--- src/rtl/clkgen_multi.sv ---
// Multi-channel clock generator: per-channel divide/high/phase with glitch-free
// start/stop and shadowed configuration applied on period boundaries.
module clkgen_multi #(
  parameter int unsigned NUM_CH   = 4,
  parameter int unsigned DIV_W    = 8,
  parameter int unsigned DEF_DIV  = 8,
  parameter int unsigned DEF_HIGH = 4,
  localparam int unsigned CH_W    = (NUM_CH > 1) ? $clog2(NUM_CH) : 1
) (
  input  logic              clk,
  input  logic              rst_n,
  input  logic [NUM_CH-1:0] en_i,
  input  logic              sync_i,
  input  logic              cfg_valid,
  output logic              cfg_ready,
  input  logic [CH_W-1:0]   cfg_ch,
  input  logic [DIV_W-1:0]  cfg_div,
  input  logic [DIV_W-1:0]  cfg_high,
  input  logic [DIV_W-1:0]  cfg_phase,
  output logic              cfg_err,
  output logic [NUM_CH-1:0] clk_o,
  output logic [NUM_CH-1:0] rise_o,
  output logic [NUM_CH-1:0] running_o
);

  typedef enum logic [1:0] {StIdle, StPhase, StRun, StDrain} ch_state_e;

  ch_state_e        st_q     [NUM_CH];
  ch_state_e        st_d     [NUM_CH];
  logic [DIV_W-1:0] cnt_q    [NUM_CH];
  logic [DIV_W-1:0] cnt_d    [NUM_CH];
  logic [DIV_W-1:0] pcnt_q   [NUM_CH];
  logic [DIV_W-1:0] pcnt_d   [NUM_CH];
  logic [DIV_W-1:0] div_q    [NUM_CH];
  logic [DIV_W-1:0] div_d    [NUM_CH];
  logic [DIV_W-1:0] high_q   [NUM_CH];
  logic [DIV_W-1:0] high_d   [NUM_CH];
  logic [DIV_W-1:0] phase_q  [NUM_CH];
  logic [DIV_W-1:0] phase_d  [NUM_CH];
  logic [DIV_W-1:0] sdiv_q   [NUM_CH];
  logic [DIV_W-1:0] sdiv_d   [NUM_CH];
  logic [DIV_W-1:0] shigh_q  [NUM_CH];
  logic [DIV_W-1:0] shigh_d  [NUM_CH];
  logic [DIV_W-1:0] sphase_q [NUM_CH];
  logic [DIV_W-1:0] sphase_d [NUM_CH];

  logic [NUM_CH-1:0] pend_q, pend_d;
  logic [NUM_CH-1:0] wrap, xfer, restart, live_d;
  logic [NUM_CH-1:0] clk_q, clk_d, rise_q, rise_d, running_q, running_d;
  logic              err_q, err_d;
  logic              cfg_acc, cfg_legal;

  assign clk_o     = clk_q;
  assign rise_o    = rise_q;
  assign running_o = running_q;
  assign cfg_err   = err_q;

  // Out-of-range channels read as ready so illegal requests still complete.
  always_comb begin
    cfg_ready = 1'b1;
    for (int c = 0; c < NUM_CH; c++) begin
      if (cfg_ch == CH_W'(c)) cfg_ready = ~pend_q[c];
    end
  end

  always_comb begin
    cfg_acc   = cfg_valid & cfg_ready;
    cfg_legal = (cfg_div >= DIV_W'(2)) && (cfg_high != '0) && (cfg_high < cfg_div) &&
                (32'(cfg_ch) < NUM_CH);
    err_d     = cfg_acc & ~cfg_legal;
    for (int c = 0; c < NUM_CH; c++) begin
      st_d[c]     = st_q[c];
      cnt_d[c]    = cnt_q[c];
      pcnt_d[c]   = pcnt_q[c];
      div_d[c]    = div_q[c];
      high_d[c]   = high_q[c];
      phase_d[c]  = phase_q[c];
      sdiv_d[c]   = sdiv_q[c];
      shigh_d[c]  = shigh_q[c];
      sphase_d[c] = sphase_q[c];
      pend_d[c]   = pend_q[c];
      restart[c]  = 1'b0;

      wrap[c] = ((st_q[c] == StRun) || (st_q[c] == StDrain)) &&
                (cnt_q[c] == div_q[c] - DIV_W'(1));
      xfer[c] = pend_q[c] && ((st_q[c] == StIdle) || wrap[c]);

      if (xfer[c]) begin
        div_d[c]   = sdiv_q[c];
        high_d[c]  = shigh_q[c];
        phase_d[c] = sphase_q[c];
        pend_d[c]  = 1'b0;
      end else if (cfg_acc && cfg_legal && (cfg_ch == CH_W'(c))) begin
        sdiv_d[c]   = cfg_div;
        shigh_d[c]  = cfg_high;
        sphase_d[c] = cfg_phase;
        pend_d[c]   = 1'b1;
      end

      unique case (st_q[c])
        StIdle: restart[c] = en_i[c];
        StPhase: begin
          if (sync_i) begin
            restart[c] = 1'b1;
          end else if (!en_i[c]) begin
            st_d[c] = StIdle;
          end else if (pcnt_q[c] <= DIV_W'(1)) begin
            st_d[c]  = StRun;
            cnt_d[c] = '0;
          end else begin
            pcnt_d[c] = pcnt_q[c] - DIV_W'(1);
          end
        end
        StRun, StDrain: begin
          if (sync_i) begin
            restart[c] = 1'b1;
          end else if (!en_i[c] && wrap[c]) begin
            st_d[c]  = StIdle;
            cnt_d[c] = '0;
          end else begin
            st_d[c]  = en_i[c] ? StRun : StDrain;
            cnt_d[c] = wrap[c] ? '0 : cnt_q[c] + DIV_W'(1);
          end
        end
      endcase

      // Zero phase starts the first period immediately.
      if (restart[c]) begin
        cnt_d[c]  = '0;
        pcnt_d[c] = phase_d[c];
        st_d[c]   = (phase_d[c] == '0) ? StRun : StPhase;
      end

      live_d[c]    = (st_d[c] == StRun) || (st_d[c] == StDrain);
      clk_d[c]     = live_d[c] && (cnt_d[c] < high_d[c]);
      rise_d[c]    = live_d[c] && (cnt_d[c] == '0);
      running_d[c] = (st_d[c] != StIdle);
    end
  end

  always_ff @(posedge clk) begin
    if (!rst_n) begin
      for (int c = 0; c < NUM_CH; c++) begin
        st_q[c]     <= StIdle;
        cnt_q[c]    <= '0;
        pcnt_q[c]   <= '0;
        div_q[c]    <= DIV_W'(DEF_DIV);
        high_q[c]   <= DIV_W'(DEF_HIGH);
        phase_q[c]  <= '0;
        sdiv_q[c]   <= '0;
        shigh_q[c]  <= '0;
        sphase_q[c] <= '0;
      end
      pend_q    <= '0;
      err_q     <= 1'b0;
      clk_q     <= '0;
      rise_q    <= '0;
      running_q <= '0;
    end else begin
      st_q      <= st_d;
      cnt_q     <= cnt_d;
      pcnt_q    <= pcnt_d;
      div_q     <= div_d;
      high_q    <= high_d;
      phase_q   <= phase_d;
      sdiv_q    <= sdiv_d;
      shigh_q   <= shigh_d;
      sphase_q  <= sphase_d;
      pend_q    <= pend_d;
      err_q     <= err_d;
      clk_q     <= clk_d;
      rise_q    <= rise_d;
      running_q <= running_d;
    end
  end

endmodule
--- config.mk ---
export PLATFORM = sky130hd
export DESIGN_NAME = clkgen_multi
export DESIGN_NICKNAME = d
export VERILOG_FILES = /design/src/rtl/clkgen_multi.sv
export SDC_FILE = /design/constraint.sdc
export NUM_CORES = 1
export LEC_CHECK = 0
export ABC_AREA = 1
export CORE_UTILIZATION = 25
export CTS_CLUSTER_SIZE = 28
export DETAILED_ROUTE_END_ITERATION = 6
export GPL_ROUTABILITY_DRIVEN = 0
export PLACE_DENSITY = 0.44
export SYNTH_ARGS = -nofsm -noshare
export SYNTH_HDL_FRONTEND = slang
export SYNTH_SLANG_ARGS = --single-unit
--- constraint.sdc ---
create_clock -name clk -period 6.4 [get_ports clk]
set_input_delay 1.28 -clock clk [delete_from_list [all_inputs] [get_ports clk]]
set_output_delay 1.28 -clock clk [all_outputs]
set_load 0.03 [all_outputs]
==> results of run 1 <==
[worst max path at each step]
stage	to	slack, ns	cells past startpoint
finish	cfg_ready	1.58	6
global route	cfg_ready	1.48	7
CTS	cfg_ready	1.66	6
detailed placement	cfg_ready	1.67	6
global placement	cfg_ready	1.70	6
floorplan	clk_o[1]	3.11	13
[sequential cells by signal (all words and copies together) (netlist names)]
register / cells
pend_q: 4
running_o: 4
sdiv_q: 32
div_q: 32
sphase_q: 32
cfg_err: 1
st_q: 8
pcnt_q: 32
cnt_q: 32
shigh_q: 32
rise_o: 4
clk_o: 4
high_q: 32
phase_q: 32
[metal layers]
layer	global-route usage (%)	vias up	share of wire, %
met1	20.1	6120	49
met4	4.99	0	2.5
met5	0	-	0
met3	2.18	57	4.3
li1	-	6806	-
met2	23.0	237	44
[cell usage after synthesis (2+ instances only)]
cell type / number
nand2_1: 433
dfxtp_1: 281
inv_1: 270
nor2_1: 223
a21oi_1: 200
o21ai_0: 192
nand3_1: 129
clkbuf_1: 59
ha_1: 51
nand4_1: 35
nor3_1: 30
xor2_1: 28
xnor2_1: 20
buf_2: 15
nor2_2: 9
a22o_1: 8
nand2_2: 8
o211ai_1: 8
o21ai_1: 7
a211oi_1: 6
inv_2: 6
nand2_4: 5
a32o_1: 4
buf_4: 4
buf_6: 4
nor4_1: 4
o2111ai_1: 4
o31ai_1: 4
a21boi_0: 3
and2_1: 3
or2_2: 3
a31o_2: 2
a31oi_1: 2
clkinv_1: 2
nand3b_1: 2
o21ai_2: 2
o21bai_1: 2
o221ai_1: 2
o22ai_1: 2
[power by group through the flow]
stage	registers, uW	clock network, uW	logic (uW)
after CTS	2170	2050	2170
after floorplan	2160	0	1580
after global routing	2200	2120	2470
after global placement	2200	0	2130
after detailed placement	2210	0	2150
final	2170	1980	2150
[final cells by class]
type,instances,area [sq um],area share (%)
clock buffer,50,1020,6.18
clock inverter,12,116,0.702
inverter,278,1050,6.31
multi-input combinational,1440,7240,43.7
sequential,281,5630,33.9
tap,756,946,5.71
timing repair buffer,61,568,3.43
[worst max-delay path: cells and delay by family]
family          cells  cell delay [ns]
buf+inv             3             1.39
simple gates        2             0.67
compound gates      1             0.19
[metrics by stage]
| step | util (%) | setup WS (ns) | total power (uW) | area (sq um) | std cells |
|---|---|---|---|---|---|
| after floorplan | - | 3.11 | 3740 | 14300 | 2083 |
| final | 29.4 | 1.58 | 6300 | 16600 | 2878 |
| after CTS | 29.4 | 1.66 | 6390 | 16600 | 2878 |
| after detailed placement | 27.4 | 1.67 | 4360 | 15400 | 2816 |
| after global placement | 27.4 | 1.70 | 4330 | 15400 | 2816 |
| after global routing | 29.4 | 1.48 | 6790 | 16600 | 2878 |
[cell families (layout without fill, tap and decap cells)]
family,Yosys count,after routing,synth area share [%]
xor gates and xnor gates,48,48,2.94
DFF,281,281,39.4
and+or+nand+nor,888,888,26.2
adders and majority gates,51,51,4.47
buffers and inverters,362,401,9.96
AOI/OAI and AO/OA,453,453,17.0
==> summary.txt, run 1 <==
Run status
  • Outcome: completed

Logic synthesis
  • Register area share after synthesis: 39.4%
  • Post-Syn Area: 14300 sq um
  • Total number of yosys warnings: 0
  • Yosys cell types: 50
  • Post-synth ARST share: 0%
  • Synth Instances: 2083
  • EDFF count, synth: 0
  • Synth area leader: dfxtp_1
  • Synth Register Bits: 281
  • Syn nets: 2168
  • Synth top area cells: dfxtp_1 (39%), nand2_1 (11%), inv_1 (7.1%), a21oi_1 (7.0%), o21ai_0 (6.7%)
  • Post-synth top area share: 39.4%
  • Most used DFF post-synth: dfxtp_1
  • Mean post-synth cell area: 6.86 sq um

Timing
  • Final Cycle Share: 75.2%
  • Final period demand of the worst path: 4.82 ns
  • Clk_skew: 0.0106 ns
  • Achievable Freq: 208 MHz
  • Worst Hold Slack: 0.451 ns
  • RSZ-0062 raised after global routing: false
  • Setup violators final: 0
  • Setup tns final: 0 ns
  • Slew Viols, Final: 0
  • Max-slew headroom: 19.7%
  • Final Hold Fails: 0
  • Slew @ Worst Pin: 1.20 ns

Die
  • # rows: 87
  • Initial Util: 25.3%
  • Die height: 241 um
  • Die width: 241 um
  • Core area: 56400 sq um
  • Die area: 58100 sq um
  • Num ports: 48

Power
  • PwrDens: 380 nW/um^2
  • Leakage dissipation: 0.00703 uW
  • Maximum vdd drop: 0.144 mV
  • Flop pwr share: 34.4%
  • Switching portion of total power: 37.9%
  • Sw Pwr: 2390 uW
  • Clk pwr share: 31.5%
  • Power Internal: 3910 uW
  • Logic pwr share: 34.1%

Critical path
  • Reg2reg end: clk_o[3]
  • Critical Path RT: 5.12 ns
  • Cells on worst reg2reg path: 18
  • Critical Path Start: cfg_ch[1]
  • Worst-path cell chain: clkdlybuf4s50_1 > nor2_1 > nand2_1 > o2111ai_1 > inv_1 > clkdlybuf4s50_1
  • Crit-path max FO: 8
  • R2r setup slk: 2.53 ns
  • Worst Setup Start Kind: input port
  • CP most frequent cell: clkdlybuf4s50_1
  • CP Class: input port to output port
  • Crit. End Element: output port
  • Worst R2R Start: div_q[0]
  • CP Data Arrival Time: 3.54 ns
  • Delay of the slowest critical-path stage: 0.64 ns
  • Slowest CP cell: clkdlybuf4s50_1

Global route
  • First-pass GRT wire length: 67000 um
  • Global route total overflow: 0
  • Tot GR Track Use: 14.6%
  • Initial antenna violation count: 0
  • Vias in the first global route: 12700
  • Pin count of the biggest net entering global routing: 107

Drt
  • Vias: 13200
  • ANT nets after route: 0
  • Iteration-0 DRC Markers: 838
  • Remaining DRCs: 0
  • WL final: 42000 um
  • Drt wl/cell: 14.6 um
  • DR vias/cell: 4.59
  • Drt first pass iters: 5

Worst hold path
  • Hold_sp: shigh_q[12]
  • Hold Path Sink: shigh_q[12]
  • Hold Crit Class: flip-flop to flip-flop
  • Hold Path Depth: 2

Clock tree
  • Clock-pin slew on the worst setup and hold paths: 0.06 ns
  • Total CTS buffers: 35
  • Clock sinks: 281
  • Clock Root Buffer: clkbuf_16
  • Post-cts resize count: 0
  • CTS tree: done
  • CTS max path bufs: 3
  • Hold buffer count at cts: 0
  • Postcts setup bufs: 0
  • Worst skew pair latency: 0.54 ns
  • H-tree levels: 2

Final layout
  • Fraction of layout cells with a size suffix above 1: 5.14%
  • Commonest non-fill, non-tap cell in the layout: nand2_1
  • N_diodes: 0
  • Fillers: 6269
  • Syn-to-layout area delta: 16.0%
  • Most frequent cells in the layout: nand2_1 (433), dfxtp_1 (281), inv_1 (269), nor2_1 (222), a21oi_1 (200)
  • Final #Nets: 2182

Placed design
  • DP HPWL: 29900 um
  • Port Buf Inserts: 47

Flow run
  • # Max-Cap Violations: 0
Power figures use the tool's default switching activity.
==> run 2, diff against run 1 <==
--- a/config.mk
+++ b/config.mk
@@ -10,7 +10,7 @@
 export CTS_CLUSTER_SIZE = 28
 export DETAILED_ROUTE_END_ITERATION = 6
 export GPL_ROUTABILITY_DRIVEN = 0
-export PLACE_DENSITY = 0.44
+export PLACE_DENSITY = 0.46
 export SYNTH_ARGS = -nofsm -noshare
 export SYNTH_HDL_FRONTEND = slang
 export SYNTH_SLANG_ARGS = --single-unit
==> constraint.sdc (replaced) <==
create_clock -name clk -period 4.2 [get_ports clk]
set_input_delay 0.84 -clock clk [delete_from_list [all_inputs] [get_ports clk]]
set_output_delay 0.84 -clock clk [all_outputs]
set_load 0.03 [all_outputs]
==> summary.txt, run 2 (synthesized netlist as in run 1, its figures left out) <==
Die
  • # rows: 87 (unchanged)
  • Die area: 58100 sq um (unchanged)
  • Core area: 56400 sq um (unchanged)
  • Die height: 241 um (unchanged)
  • Num ports: 48 (unchanged)
  • Die width: 241 um (unchanged)
  • Initial Util: 25.3% (unchanged)

Timing
  • Setup ws final: 0.622 ns (was 1.58 ns)
  • RSZ-0062 raised after global routing: false (unchanged)
  • Slew Viols, Final: 0 (unchanged)
  • Setup tns final: 0 ns (unchanged)
  • Max-slew headroom: 55.1% (was 19.7%)
  • Final Hold Fails: 0 (unchanged)
  • Final period demand of the worst path: 3.58 ns
  • Achievable Freq: 279 MHz
  • Slew @ Worst Pin: 0.673 ns (was 1.20 ns)
  • Setup violators final: 0 (unchanged)
  • Worst Hold Slack: 0.453 ns (was 0.451 ns)
  • Clk_skew: 0.0151 ns (was 0.0106 ns)
  • Final Cycle Share: 85.2%

Placed design
  • DP HPWL: 31500 um (was 29900 um)
  • Post-Place Setup Slack: 0.337 ns (was 1.67 ns)
  • Port Buf Inserts: 47 (unchanged)

Global route
  • Pin count of the biggest net entering global routing: 72 (was 107)
  • Tot GR Track Use: 15.0% (was 14.6%)
  • Global route total overflow: 0 (unchanged)
  • First-pass GRT wire length: 68900 um (was 67000 um)
  • Initial antenna violation count: 2 (was 0)
  • Vias in the first global route: 12900 (was 12700)

Clock tree
  • Worst skew pair latency: 0.53 ns (was 0.54 ns)
  • Clock-pin slew on the worst setup and hold paths: 0.06 ns (about the same)
  • Postcts setup bufs: 0 (unchanged)
  • H-tree levels: 2 (unchanged)
  • CTS max path bufs: 3 (unchanged)
  • Clock sinks: 281 (unchanged)
  • Clock Root Buffer: clkbuf_16 (unchanged)
  • Total CTS buffers: 35 (unchanged)
  • CTS tree: done (unchanged)

Final layout
  • Final #Nets: 2207 (was 2182)
  • Syn-to-layout area delta: 17.9% (was 16.0%)
  • Register area: 5630 sq um (unchanged)
  • Util after Layout: 29.9% (was 29.4%)
  • Most frequent cells in the layout: nand2_1 (433), dfxtp_1 (281), inv_1 (268), nor2_1 (222), a21oi_1 (200) (was nand2_1 (433), dfxtp_1 (281), inv_1 (269), nor2_1 (222), a21oi_1 (200))
  • Multi-input gate area: 7250 sq um (was 7240 sq um)
  • N_diodes: 0 (unchanged)
  • Fraction of layout cells with a size suffix above 1: 6.42% (was 5.14%)
  • Commonest non-fill, non-tap cell in the layout: nand2_1 (unchanged)
  • Fillers: 6317 (was 6269)

Drt
  • DR vias/cell: 4.59 (about the same)
  • ANT nets after route: 0 (unchanged)
  • Drt first pass iters: 5 (unchanged)
  • Vias: 13300 (was 13200)
  • Iteration-0 DRC Markers: 811 (was 838)
  • Remaining DRCs: 0 (unchanged)
  • Drt wl/cell: 14.9 um (was 14.6 um)
  • WL final: 43200 um (was 42000 um)

Critical path
  • Critical Path Start: cfg_ch[1] (unchanged)
  • Worst R2R Start: div_q[0] (unchanged)
  • R2r setup slk: 0.63 ns (was 2.53 ns)
  • Reg2reg end: clk_o[3] (unchanged)
  • CP Class: input port to output port (unchanged)
  • CP Data Arrival Time: 2.74 ns (was 3.54 ns)
  • Crit-path max FO: 4 (was 8)
  • Worst setup path end: cfg_ready (unchanged)
  • Crit. End Element: output port (unchanged)
  • Worst Setup Start Kind: input port (unchanged)
  • Critical Path RT: 3.36 ns (was 5.12 ns)
  • Cells on worst reg2reg path: 18 (unchanged)

Power
  • Maximum vdd drop: 0.256 mV (was 0.144 mV)
  • Leakage dissipation: 0.00717 uW (was 0.00703 uW)
  • PwrDens: 580 nW/um^2 (was 380 nW/um^2)

Flow run
  • # Max-Cap Violations: 0 (unchanged)

Run status
  • Outcome: completed (unchanged)

Worst hold path
  • Hold Crit Class: flip-flop to flip-flop (unchanged)
## run 2: changes by cell type in the layout (fill, tap and decap cells not counted), sizes merged
cell / before / now
bufinv: 2 / 4
clkinvlp: 1 / 6
clkbuf: 50 / 49
inv: 277 / 275
clkinv: 10 / 8
buf: 16 / 40
## run 2: final cells by class
class / count / share of cell area (%)
clock inverters: 14 / 1.11
repair buffers: 85 / 4.44
inverters: 278 / 6.23
well taps: 756 / 5.62
multi-input cells: 1440 / 43.0
flip-flops and latches: 281 / 33.4
clock buffers: 49 / 6.12
repair inverters: 1 / 0.0297
## run 2: per-layer routing
metal	up-vias	global-route usage [%]	wire length (um)	part of all wire [%]
li1	6852	-	-	-
met4	2	4.41	915	2.1
met3	61	2.41	1930	4.5
met5	-	0	13	0.030
met2	238	24.7	19900	46
met1	6167	20.1	20500	47
## run 2: worst min path at each step
stage	slack, ns	cells past startpoint	end	startpoint
after floorplan	0.43	2	div_q[13]	sdiv_q[13]
after global placement	0.44	2	sphase_q[11]	sphase_q[11]
after detailed placement	0.45	2	sdiv_q[15]	sdiv_q[15]
after CTS	0.45	2	sdiv_q[15]	sdiv_q[15]
after global routing	0.47	2	sphase_q[22]	sphase_q[22]
final	0.45	2	sdiv_q[15]	sdiv_q[15]
## run 2: per-stage QoR
stage	power (uW)	area, sq um	std cells
3_5_place_dp	6670	15600	2840
5_1_grt	10500	16800	2904
2_1_floorplan	5700	14300	2083
6_report	9770	16800	2904
4_1_cts	9910	16800	2903
3_3_place_gp	6610	15600	2840
## run 2: timing repair
action,4_1_cts,5_1_grt
hold buffers,0,0
setup endpoints to repair,0,1
gates resized for setup,0,2
## run 2: power by group
| group | leakage, uW | internal, uW | total, uW | switching (uW) |
|---|---|---|---|---|
| sequential | 0.00228 | 3000 | 3300 | 299 |
| clock | 0.000587 | 1970 | 3170 | 1210 |
| combinational | 0.00429 | 1160 | 3300 | 2140 |
| total | 0.00717 | 6120 | 9770 | 3650 |
## run 2: worst max-delay path, cell delays in order
cell             delay (ns)
clkdlybuf4s50_1        0.56
nor2_1                 0.10
nand2_1                0.08
o2111ai_1              0.17
inv_1                  0.17
clkdlybuf4s50_1        0.81
==> run 3, diff against run 2 <==
--- a/config.mk
+++ b/config.mk
@@ -11,6 +11,7 @@
 export DETAILED_ROUTE_END_ITERATION = 6
 export GPL_ROUTABILITY_DRIVEN = 0
 export PLACE_DENSITY = 0.46
+export RECOVER_POWER = 50
 export SYNTH_ARGS = -nofsm -noshare
 export SYNTH_HDL_FRONTEND = slang
 export SYNTH_SLANG_ARGS = --single-unit
==> summary.txt, run 3 (synthesized netlist as in run 1, its figures left out) <==
Final layout
  • Fraction of layout cells with a size suffix above 1: 5.77% (was 6.42%)
  • Final #Nets: 2207 (unchanged)
  • Commonest non-fill, non-tap cell in the layout: nand2_1 (unchanged)
  • Most frequent cells in the layout: nand2_1 (437), dfxtp_1 (281), inv_1 (268), nor2_1 (224), a21oi_1 (200) (was nand2_1 (433), dfxtp_1 (281), inv_1 (268), nor2_1 (222), a21oi_1 (200))
  • Util after Layout: 29.8% (was 29.9%)
  • Syn-to-layout area delta: 17.4% (was 17.9%)
  • N_diodes: 0 (unchanged)

Die
  • Die area: 58100 sq um (unchanged)
  • Initial Util: 25.3% (unchanged)
  • Core area: 56400 sq um (unchanged)
  • Die width: 241 um (unchanged)
  • Die height: 241 um (unchanged)
  • # rows: 87 (unchanged)
  • Num ports: 48 (unchanged)

Clock tree
  • Clock sinks: 281 (unchanged)
  • CTS tree: done (unchanged)
  • H-tree levels: 2 (unchanged)
  • Worst skew pair latency: 0.53 ns (about the same)
  • Postcts setup bufs: 0 (unchanged)
  • Hold buffer count at cts: 0 (unchanged)
  • Clock-pin slew on the worst setup and hold paths: 0.06 ns (about the same)
  • CTS max path bufs: 3 (unchanged)
  • Total CTS buffers: 35 (unchanged)
  • Clock Root Buffer: clkbuf_16 (unchanged)

Timing
  • Setup tns final: 0 ns (unchanged)
  • Final Hold Fails: 0 (unchanged)
  • Slew Viols, Final: 0 (unchanged)
  • Clk_skew: 0.0150 ns (was 0.0151 ns)
  • Achievable Freq: 267 MHz (was 279 MHz)
  • RSZ-0062 raised after global routing: false (unchanged)
  • Setup violators final: 0 (unchanged)
  • Final Cycle Share: 89.1% (was 85.2%)
  • Final period demand of the worst path: 3.74 ns (was 3.58 ns)
  • Slew @ Worst Pin: 0.947 ns (was 0.673 ns)
  • Max-slew headroom: 36.9% (was 55.1%)

Critical path
  • Slowest CP cell: o21ai_0 (was clkdlybuf4s50_1)
  • CP Data Arrival Time: 4.20 ns (was 2.74 ns)
  • Crit-path max FO: 16 (was 4)
  • Critical Path RT: 4.65 ns (was 3.36 ns)
  • Worst Setup Start Kind: input port (unchanged)
  • Crit. End Element: flip-flop (was output port)
  • Critical Path Start: sync_i (was cfg_ch[1])
  • CP most frequent cell: inv_1 (was clkdlybuf4s50_1)
  • Worst R2R Start: st_q[5] (was div_q[0])
  • Delay of the slowest critical-path stage: 0.82 ns (was 0.81 ns)
  • CP Class: input port to flip-flop (was input port to output port)
  • Worst-path cell chain: buf_2 > inv_1 > clkbuf_1 > o21ai_0 > inv_1 > nand2_1 > inv_1 > ha_1 > a21oi_1 > nor2_1 > a211oi_1 > nand3_1 > nor2_1 (was clkdlybuf4s50_1 > nor2_1 > nand2_1 > o2111ai_1 > inv_1 > clkdlybuf4s50_1)

Drt
  • Iteration-0 DRC Markers: 715 (was 811)
  • Drt wl/cell: 14.9 um (about the same)
  • Vias: 13300 (about the same)
  • WL final: 43200 um (about the same)
  • Drt first pass iters: 5 (unchanged)
  • DR vias/cell: 4.59 (about the same)
  • ANT nets after route: 0 (unchanged)
  • Remaining DRCs: 0 (unchanged)

Power
  • Maximum vdd drop: 0.256 mV (about the same)
  • Clk pwr share: 32.7% (was 32.5%)
  • Flop pwr share: 33.9% (was 33.7%)
  • PwrDens: 579 nW/um^2 (was 580 nW/um^2)
  • Power Internal: 6080 uW (was 6120 uW)
  • Switching portion of total power: 37.4% (about the same)
  • Sw Pwr: 3640 uW (was 3650 uW)
  • Leakage dissipation: 0.00717 uW (about the same)
  • Logic pwr share: 33.4% (was 33.8%)

Global route
  • First-pass GRT wire length: 68900 um (unchanged)
  • Pin count of the biggest net entering global routing: 72 (unchanged)
  • Global route total overflow: 0 (unchanged)
  • Vias in the first global route: 12900 (unchanged)
  • Initial antenna violation count: 2 (unchanged)
  • Tot GR Track Use: 15.0% (unchanged)

Flow run
  • # Max-Cap Violations: 0 (unchanged)

Run status
  • Outcome: completed (unchanged)

Worst hold path
  • Hold Crit Class: flip-flop to flip-flop (unchanged)
  • Hold_sp: sdiv_q[15] (unchanged)

Placed design
  • DP HPWL: 31500 um (unchanged)
  • Port Buf Inserts: 47 (unchanged)
## run 3: per-layer routing
metal | global-route usage [%] | share of wire, % | vias up | wire, um
met4 | 4.41 | 2.1 | 2 | 910
met5 | 0 | 0.030 | - | 13
met2 | 24.7 | 46 | 239 | 19800
li1 | - | - | 6851 | -
met3 | 2.41 | 4.0 | 61 | 1710
met1 | 20.1 | 48 | 6169 | 20800
## run 3: final timing paths
path / to / slack, ns / cells past startpoint
worst max register to register: clk_o[1] / 0.56 / 13
worst min-delay path: sdiv_q[15] / 0.45 / 2
worst max-delay path: clk_o[3] / 0.46 / 13
worst min register to register: sdiv_q[15] / 0.45 / 2
## run 3: through the flow
| step | worst slack [ns] | total power (uW) | cell area, sq um | hold WS [ns] | cells |
|---|---|---|---|---|---|
| detailed placement | 0.337 | 6670 | 15600 | 0.446 | 2840 |
| finish | 0.457 | 9720 | 16800 | 0.453 | 2904 |
| global route | 0.0687 | 10500 | 16800 | 0.473 | 2904 |
| floorplan | 1.35 | 5700 | 14300 | 0.430 | 2083 |
| global placement | 0.383 | 6610 | 15600 | 0.441 | 2840 |
| CTS | 0.320 | 9910 | 16800 | 0.453 | 2903 |
## run 3: repair_timing
action,4_1_cts,5_1_grt
hold endpoints to repair,0,0
resized for setup,0,2
endpoints found under the setup margin,0,1
## run 3: worst max-delay path, delay by kind of cell
family | cells | cell delay [ns]
adder cells (fa/ha/maj) | 1 | 0.19
AND/OR/NAND/NOR | 4 | 0.54
buffers and inverters | 5 | 1.34
AO/OA/AOI/OAI | 3 | 1.26
## run 3: area by class of cell
class	instances	area [sq um]
Sequential cell	281	5630
Clock buffer	49	1030
Clock inverter	14	188
Timing Repair inverter	1	5.00
Tap cell	756	946
Timing Repair Buffer	85	729
Fill cell	6328	39600
Inverter	278	1050
Multi-Input combinational cell	1440	7210
## run 3: power by group through the flow
stage | Clock, uW | Combinational [uW] | Sequential (uW)
after global routing | 3390 | 3730 | 3340
after floorplan | 0 | 2410 | 3300
final | 3180 | 3250 | 3300
after detailed placement | 0 | 3310 | 3350
after global placement | 0 | 3260 | 3350
after CTS | 3280 | 3330 | 3300
==> variant 1, RTL diff (flow settings as in run 3) <==
Add an input register stage for `cfg_valid`, `cfg_ch`, `cfg_div`, `cfg_high` and `cfg_phase`; this delays them by one clock. The other inputs are not delayed to match.
--- a/src/rtl/clkgen_multi.sv
+++ b/src/rtl/clkgen_multi.sv
@@ -24,6 +24,20 @@
 );
 
   typedef enum logic [1:0] {StIdle, StPhase, StRun, StDrain} ch_state_e;
+
+  logic cfg_valid_q;
+  logic [CH_W-1:0] cfg_ch_q;
+  logic [DIV_W-1:0] cfg_div_q;
+  logic [DIV_W-1:0] cfg_high_q;
+  logic [DIV_W-1:0] cfg_phase_q;
+
+  always_ff @(posedge clk) begin
+    cfg_valid_q <= cfg_valid;
+    cfg_ch_q    <= cfg_ch;
+    cfg_div_q   <= cfg_div;
+    cfg_high_q  <= cfg_high;
+    cfg_phase_q <= cfg_phase;
+  end
 
   ch_state_e        st_q     [NUM_CH];
   ch_state_e        st_d     [NUM_CH];
@@ -59,14 +73,14 @@
   always_comb begin
     cfg_ready = 1'b1;
     for (int c = 0; c < NUM_CH; c++) begin
-      if (cfg_ch == CH_W'(c)) cfg_ready = ~pend_q[c];
+      if (cfg_ch_q == CH_W'(c)) cfg_ready = ~pend_q[c];
     end
   end
 
   always_comb begin
-    cfg_acc   = cfg_valid & cfg_ready;
-    cfg_legal = (cfg_div >= DIV_W'(2)) && (cfg_high != '0) && (cfg_high < cfg_div) &&
-                (32'(cfg_ch) < NUM_CH);
+    cfg_acc   = cfg_valid_q & cfg_ready;
+    cfg_legal = (cfg_div_q >= DIV_W'(2)) && (cfg_high_q != '0) && (cfg_high_q < cfg_div_q) &&
+                (32'(cfg_ch_q) < NUM_CH);
     err_d     = cfg_acc & ~cfg_legal;
     for (int c = 0; c < NUM_CH; c++) begin
       st_d[c]     = st_q[c];
@@ -90,10 +104,10 @@
         high_d[c]  = shigh_q[c];
         phase_d[c] = sphase_q[c];
         pend_d[c]  = 1'b0;
-      end else if (cfg_acc && cfg_legal && (cfg_ch == CH_W'(c))) begin
-        sdiv_d[c]   = cfg_div;
-        shigh_d[c]  = cfg_high;
-        sphase_d[c] = cfg_phase;
+      end else if (cfg_acc && cfg_legal && (cfg_ch_q == CH_W'(c))) begin
+        sdiv_d[c]   = cfg_div_q;
+        shigh_d[c]  = cfg_high_q;
+        sphase_d[c] = cfg_phase_q;
         pend_d[c]   = 1'b1;
       end
 
Formal check against the unedited RTL: not equivalent (a bounded check fails within 4 cycles, from zero or initial values and one cycle with rst_n low).
==> variant 1 against run 3 <==
- sequential power grew 7.9%
- sequential cell count rose by 27
- worst setup slack lost 0.0024 ns
- cell area rose by 4.0%
- critical endpoint unchanged
- highest routed layer is now met4
- critical path depth rose by 1
- sequential share of layout area up 1.8 points
- power up 2.7%
- worst hold slack worse by 0.00087 ns
- area after synthesis increased by 4.7%
- routed wire length shrank 3.6%
- synthesized cell count grew 2.6%
==> variant 1: results (changes against run 3) <==
The portion of the layout cell area used by clock cells came out at 0.07730 (+0.004682). The fraction of met2 tracks used by global routing is 0.2336 (-0.01339). The delay of the slowest cell on the worst path is 0.97 ns (+0.15 ns). The part of the power in registers is 0.357 (+0.018).

The final standard cell area without fillers came out at 0.01745 sq mm (+4.0%). The critical path data arrival time was 4.24 ns (+0.04 ns). The overall fraction of global-route tracks in use came out at 0.1382 (-0.01189). The flow ran to the end, and the final reports show no timing, DRC or antenna violations. The cell count after synthesis came out at 2137 (+2.6%). The power after layout is 0.009981 W (+2.7%).

The arithmetic-cell share of the synthesized area counting full adders, half adders and majority gates is 0.04266 (-0.001987). The synthesized netlist net count is 2222 (+2.5%). The number of cell rows is 89 (+2.3%). The sequential cell area is 0.006166 sq mm (+9.6%). The final net count came out at 2250 (+1.9%). The highest signal layer in the routed design is met4.

The sequential fraction of the synthesis area is 0.4122 (+0.01862). The power dissipated in combinational cells came out at 0.00290 W (-11%). The initial antenna violation count was 1 (-1).

The cell with the biggest individual delay on the critical path is sky130_fd_sc_hd__clkbuf_1. The transition time of the tightest slew-check pin came to 1.366 ns (+0.4190 ns). The fraction of synthesized cell area in xor and xnor cells came to 0.02459 (-0.004823). The number of different library cells in the post-synthesis netlist is 47 (-6.0%). The clock latency of the later-clocked register in the worst-skew pair came out at 0.55 ns (+0.02 ns). The number of buffers added by the clock tree synthesis step came out at 38 (+8.6%). The count of multi-input gates came out at 1453 (+0.90%). The global routing usage on met1 came out at 0.1775 (-0.02330). The met2 layer wire length in the routed design came out at 19.06 mm (-4.0%).

The fraction of final layout cells sized beyond drive strength 1 came out at 0.05378 (-0.003945). The static leakage is 7.461 nW (+4.1%). The routed length per placed instance is 14.06 microns (-5.6%).

The worst-path maximum fanout is 17 (+1). The clock tree buffer count of the final layout is 56 (+14%). After synthesis, the most frequently instantiated cells are sky130_fd_sc_hd__nand2_1, sky130_fd_sc_hd__dfxtp_1, sky130_fd_sc_hd__inv_1. The via count of the first global-routing pass is 12979 (+0.92%).
variant 1: cell count changes in the layout (fill, tap and decap cells not counted), moves of 8 or more:
cell / delta
sky130_fd_sc_hd__nand3_1: +22
sky130_fd_sc_hd__o21ai_2: +8
sky130_fd_sc_hd__inv_1: +15
sky130_fd_sc_hd__dlygate4sd3_1: +26
sky130_fd_sc_hd__nand2_1: +28
sky130_fd_sc_hd__o21ai_0: -30
sky130_fd_sc_hd__nand4_1: -17
sky130_fd_sc_hd__buf_4: -12
sky130_fd_sc_hd__dfxtp_1: +27
sky130_fd_sc_hd__nor2_1: +9
sky130_fd_sc_hd__clkdlybuf4s50_1: -26
variant 1: worst paths after layout:
check	start	to	slack, ns	depth (start not counted)
worst max register to register	div_q[24]	clk_o[0]	0.56	18
worst min-delay path	shigh_q[28]	shigh_q[28]	0.45	2
worst max-delay path	sync_i	clk_o[3]	0.45	14
worst min register to register	shigh_q[28]	shigh_q[28]	0.45	2
==> variant 2, RTL diff (config.mk and constraints of run 3) <==
Made on the original files. The parameter `NUM_CH` goes from 4 to 2.
--- a/src/rtl/clkgen_multi.sv
+++ b/src/rtl/clkgen_multi.sv
@@ -1,7 +1,7 @@
 // Multi-channel clock generator: per-channel divide/high/phase with glitch-free
 // start/stop and shadowed configuration applied on period boundaries.
 module clkgen_multi #(
-  parameter int unsigned NUM_CH   = 4,
+  parameter int unsigned NUM_CH   = 2,
   parameter int unsigned DIV_W    = 8,
   parameter int unsigned DEF_DIV  = 8,
   parameter int unsigned DEF_HIGH = 4,
Interface: changed (5 resized); port bits go from 48 to 39. No check against the original RTL was run, so the function may have changed too.
==> variant 2 against run 3 <==
- sequential share of layout area fell by 0.50 points
- first-iteration DRC count fell by 42%
- via count fell by 52%
- power fell by 51%
- clock power fell by 53%
- clock skew fell by 0.0049 ns
- area after synthesis fell by 49%
- critical endpoint is now clk_o[0]
- critical path type is now flip-flop to flip-flop
- highest routed layer is now met4
- utilization rose by 0.10 points
- sequential cell count fell by 140
- routed wire length fell by 55%
- cell area fell by 49%
- worst setup slack improved by 0.27 ns
- largest cell class unchanged
==> variant 2: results (changes against run 3) <==
The run finished with clean final reports. The static leakage came to 3.921 nW (-45%). The via count of the first global-routing pass is 6118 (-52%).

The critical path data arrival time was 3.82 ns (-0.38 ns). The total via count in the routed design is 6460 (-52%). The antenna diode instance count is 0 (unchanged).

After synthesis, the cell types taking the most area are sky130_fd_sc_hd__dfxtp_1, sky130_fd_sc_hd__nand2_1, sky130_fd_sc_hd__nor2_1. The power dissipated in combinational cells came out at 0.00160 W (-51%). The fraction of met2 tracks used by global routing came out at 0.2070 (-0.03990). The worst-path maximum fanout is 29 (+13). The sequential fraction of the synthesis area is 0.3886 (-0.005063). The cell area power density was 557.7 mW/mm^2 (-3.7%). The number of cells traversed by the worst hold path is 2 (unchanged).

The overall fraction of global-route tracks in use is 0.1378 (-0.01229). The global-route wire length before repair came out at 31.63 mm (-54%). The met3 wire length is 714 microns (-58%).

The per-cell via count in the routed design came out at 4.431 (-3.4%). The maximum number of buffers from clock root to sink was 2 (-1). The routed wire length is 19.34 mm (-55%).

The switching power of the nets came out at 0.001797 W (-51%). The met3 global-route usage is 0.02632 (+0.002188). The number of max-slew violations in the final report is 0 (unchanged).

The post-detailed-placement half-perimeter wirelength came out at 14.50 mm (-54%). The final net count was 1122 (-49%). The clock transition at the registers of the reported paths came out at 0.06 ns (about the same). The clock latency of the later-clocked register in the worst-skew pair was 0.42 ns (-0.11 ns).

The post-route clock skew came to 0.01006 ns (-0.004917 ns). The worst hold path belongs to the class flip-flop to flip-flop. The port buffer count came out at 38 (-19%). The number of setup buffers added after CTS is 0 (unchanged). The number of buffers added by the clock tree synthesis step is 17 (-51%). The post-synthesis area per instance came out at 7.032 sq um (+2.5%).

The sum of routed wire segments on met1 came out at 10.19 mm (-51%). The share of synthesized area spent on multiplexers is 0.02067 (+0.02067). The compound-gate portion of the synthesized area is 0.1588 (-0.01157). The standard cell area after detailed placement came to 0.008005 sq mm (-49%). The number of H-tree levels was 4 (+2).

The commonest cells after synthesis are sky130_fd_sc_hd__nand2_1, sky130_fd_sc_hd__nor2_1, sky130_fd_sc_hd__dfxtp_1. The clock network power consumption is 0.00150 W (-53%). The global routing usage on met1 is 0.1975 (-0.003229). The fraction of synthesized cell area in xor and xnor cells is 0.03014 (+0.0007243). The worst-case vdd ir drop was 0.1989 mV (-22%).

The number of placed instances, taps included came out at 1427 (-50%). The initial antenna violation count came out at 0 (-2). The post-route DRC violation count is 0 (unchanged). The transition time of the tightest slew-check pin came out at 0.9040 ns (-0.04297 ns). The worst slack at placement is 0.4200 ns (+0.08319 ns). The largest net degree at the start of global routing is 79 (+9.7%). The number of different library cells in the post-synthesis netlist came out at 46 (-8.0%). The met2 layer wire length in the routed design came out at 8.231 mm (-59%). The fraction of final layout cells sized beyond drive strength 1 was 0.05400 (-0.003724). The number of iterations in the first detailed-routing pass is 5 (unchanged). The violation count after the first detailed-routing iteration came out at 416 (-42%).

The number of cells on the worst reg-to-reg path is 18 (+5). The highest signal layer in the routed design is met4. The arithmetic-cell share of the synthesized area counting full adders, half adders and majority gates is 0.04995 (+0.005298).
==> variant 2: worst paths after layout <==
kind,from,endpoint,slack [ns]
min reg2reg,sphase_q[4],sphase_q[4],0.45
min,sphase_q[4],sphase_q[4],0.45
max,div_q[8],clk_o[0],0.73
max reg2reg,div_q[8],clk_o[0],0.73
==> variant 2: kinds of logic (layout without fill, tap and decap cells) <==
logic type | count (synthesis) | in the layout
buffers and inverters | 168 | 209
AO/OA/AOI/OAI | 207 | 207
flip-flops | 141 | 141
multiplexers | 15 | 15
AND/OR/NAND/NOR | 448 | 448
XOR/XNOR | 25 | 25
adder cells (fa/ha/maj) | 29 | 29
==> variant 2: worst max-delay path, cell delays in order, from the launching register on <==
cell and delay [ns]:
sky130_fd_sc_hd__dfxtp_1 0.33, sky130_fd_sc_hd__inv_1 0.15, sky130_fd_sc_hd__ha_1 0.26, sky130_fd_sc_hd__inv_1 0.08, sky130_fd_sc_hd__nand2_1 0.07, sky130_fd_sc_hd__nand3_1 0.06
sky130_fd_sc_hd__nand2_1 0.08, sky130_fd_sc_hd__nand2_1 0.05, sky130_fd_sc_hd__nor2_1 0.10, sky130_fd_sc_hd__nand3_1 0.16, sky130_fd_sc_hd__o21bai_4 0.31, sky130_fd_sc_hd__nand2_2 0.44
sky130_fd_sc_hd__mux2i_1 0.40, sky130_fd_sc_hd__ha_1 0.31, sky130_fd_sc_hd__a21oi_1 0.16, sky130_fd_sc_hd__nor2_1 0.05, sky130_fd_sc_hd__a211oi_1 0.18, sky130_fd_sc_hd__nand3_1 0.11
sky130_fd_sc_hd__nor2_1 0.11
==> variant 2: layout make-up <==
class	count	area [sq um]
clock inverter	12	136.4
fill	3132	20080
sequential	141	2823
clock buffer	19	442.9
multi-input combinational	724	3735
tap	384	480.5
timing repair buffer	48	442.9
inverter	130	488.0
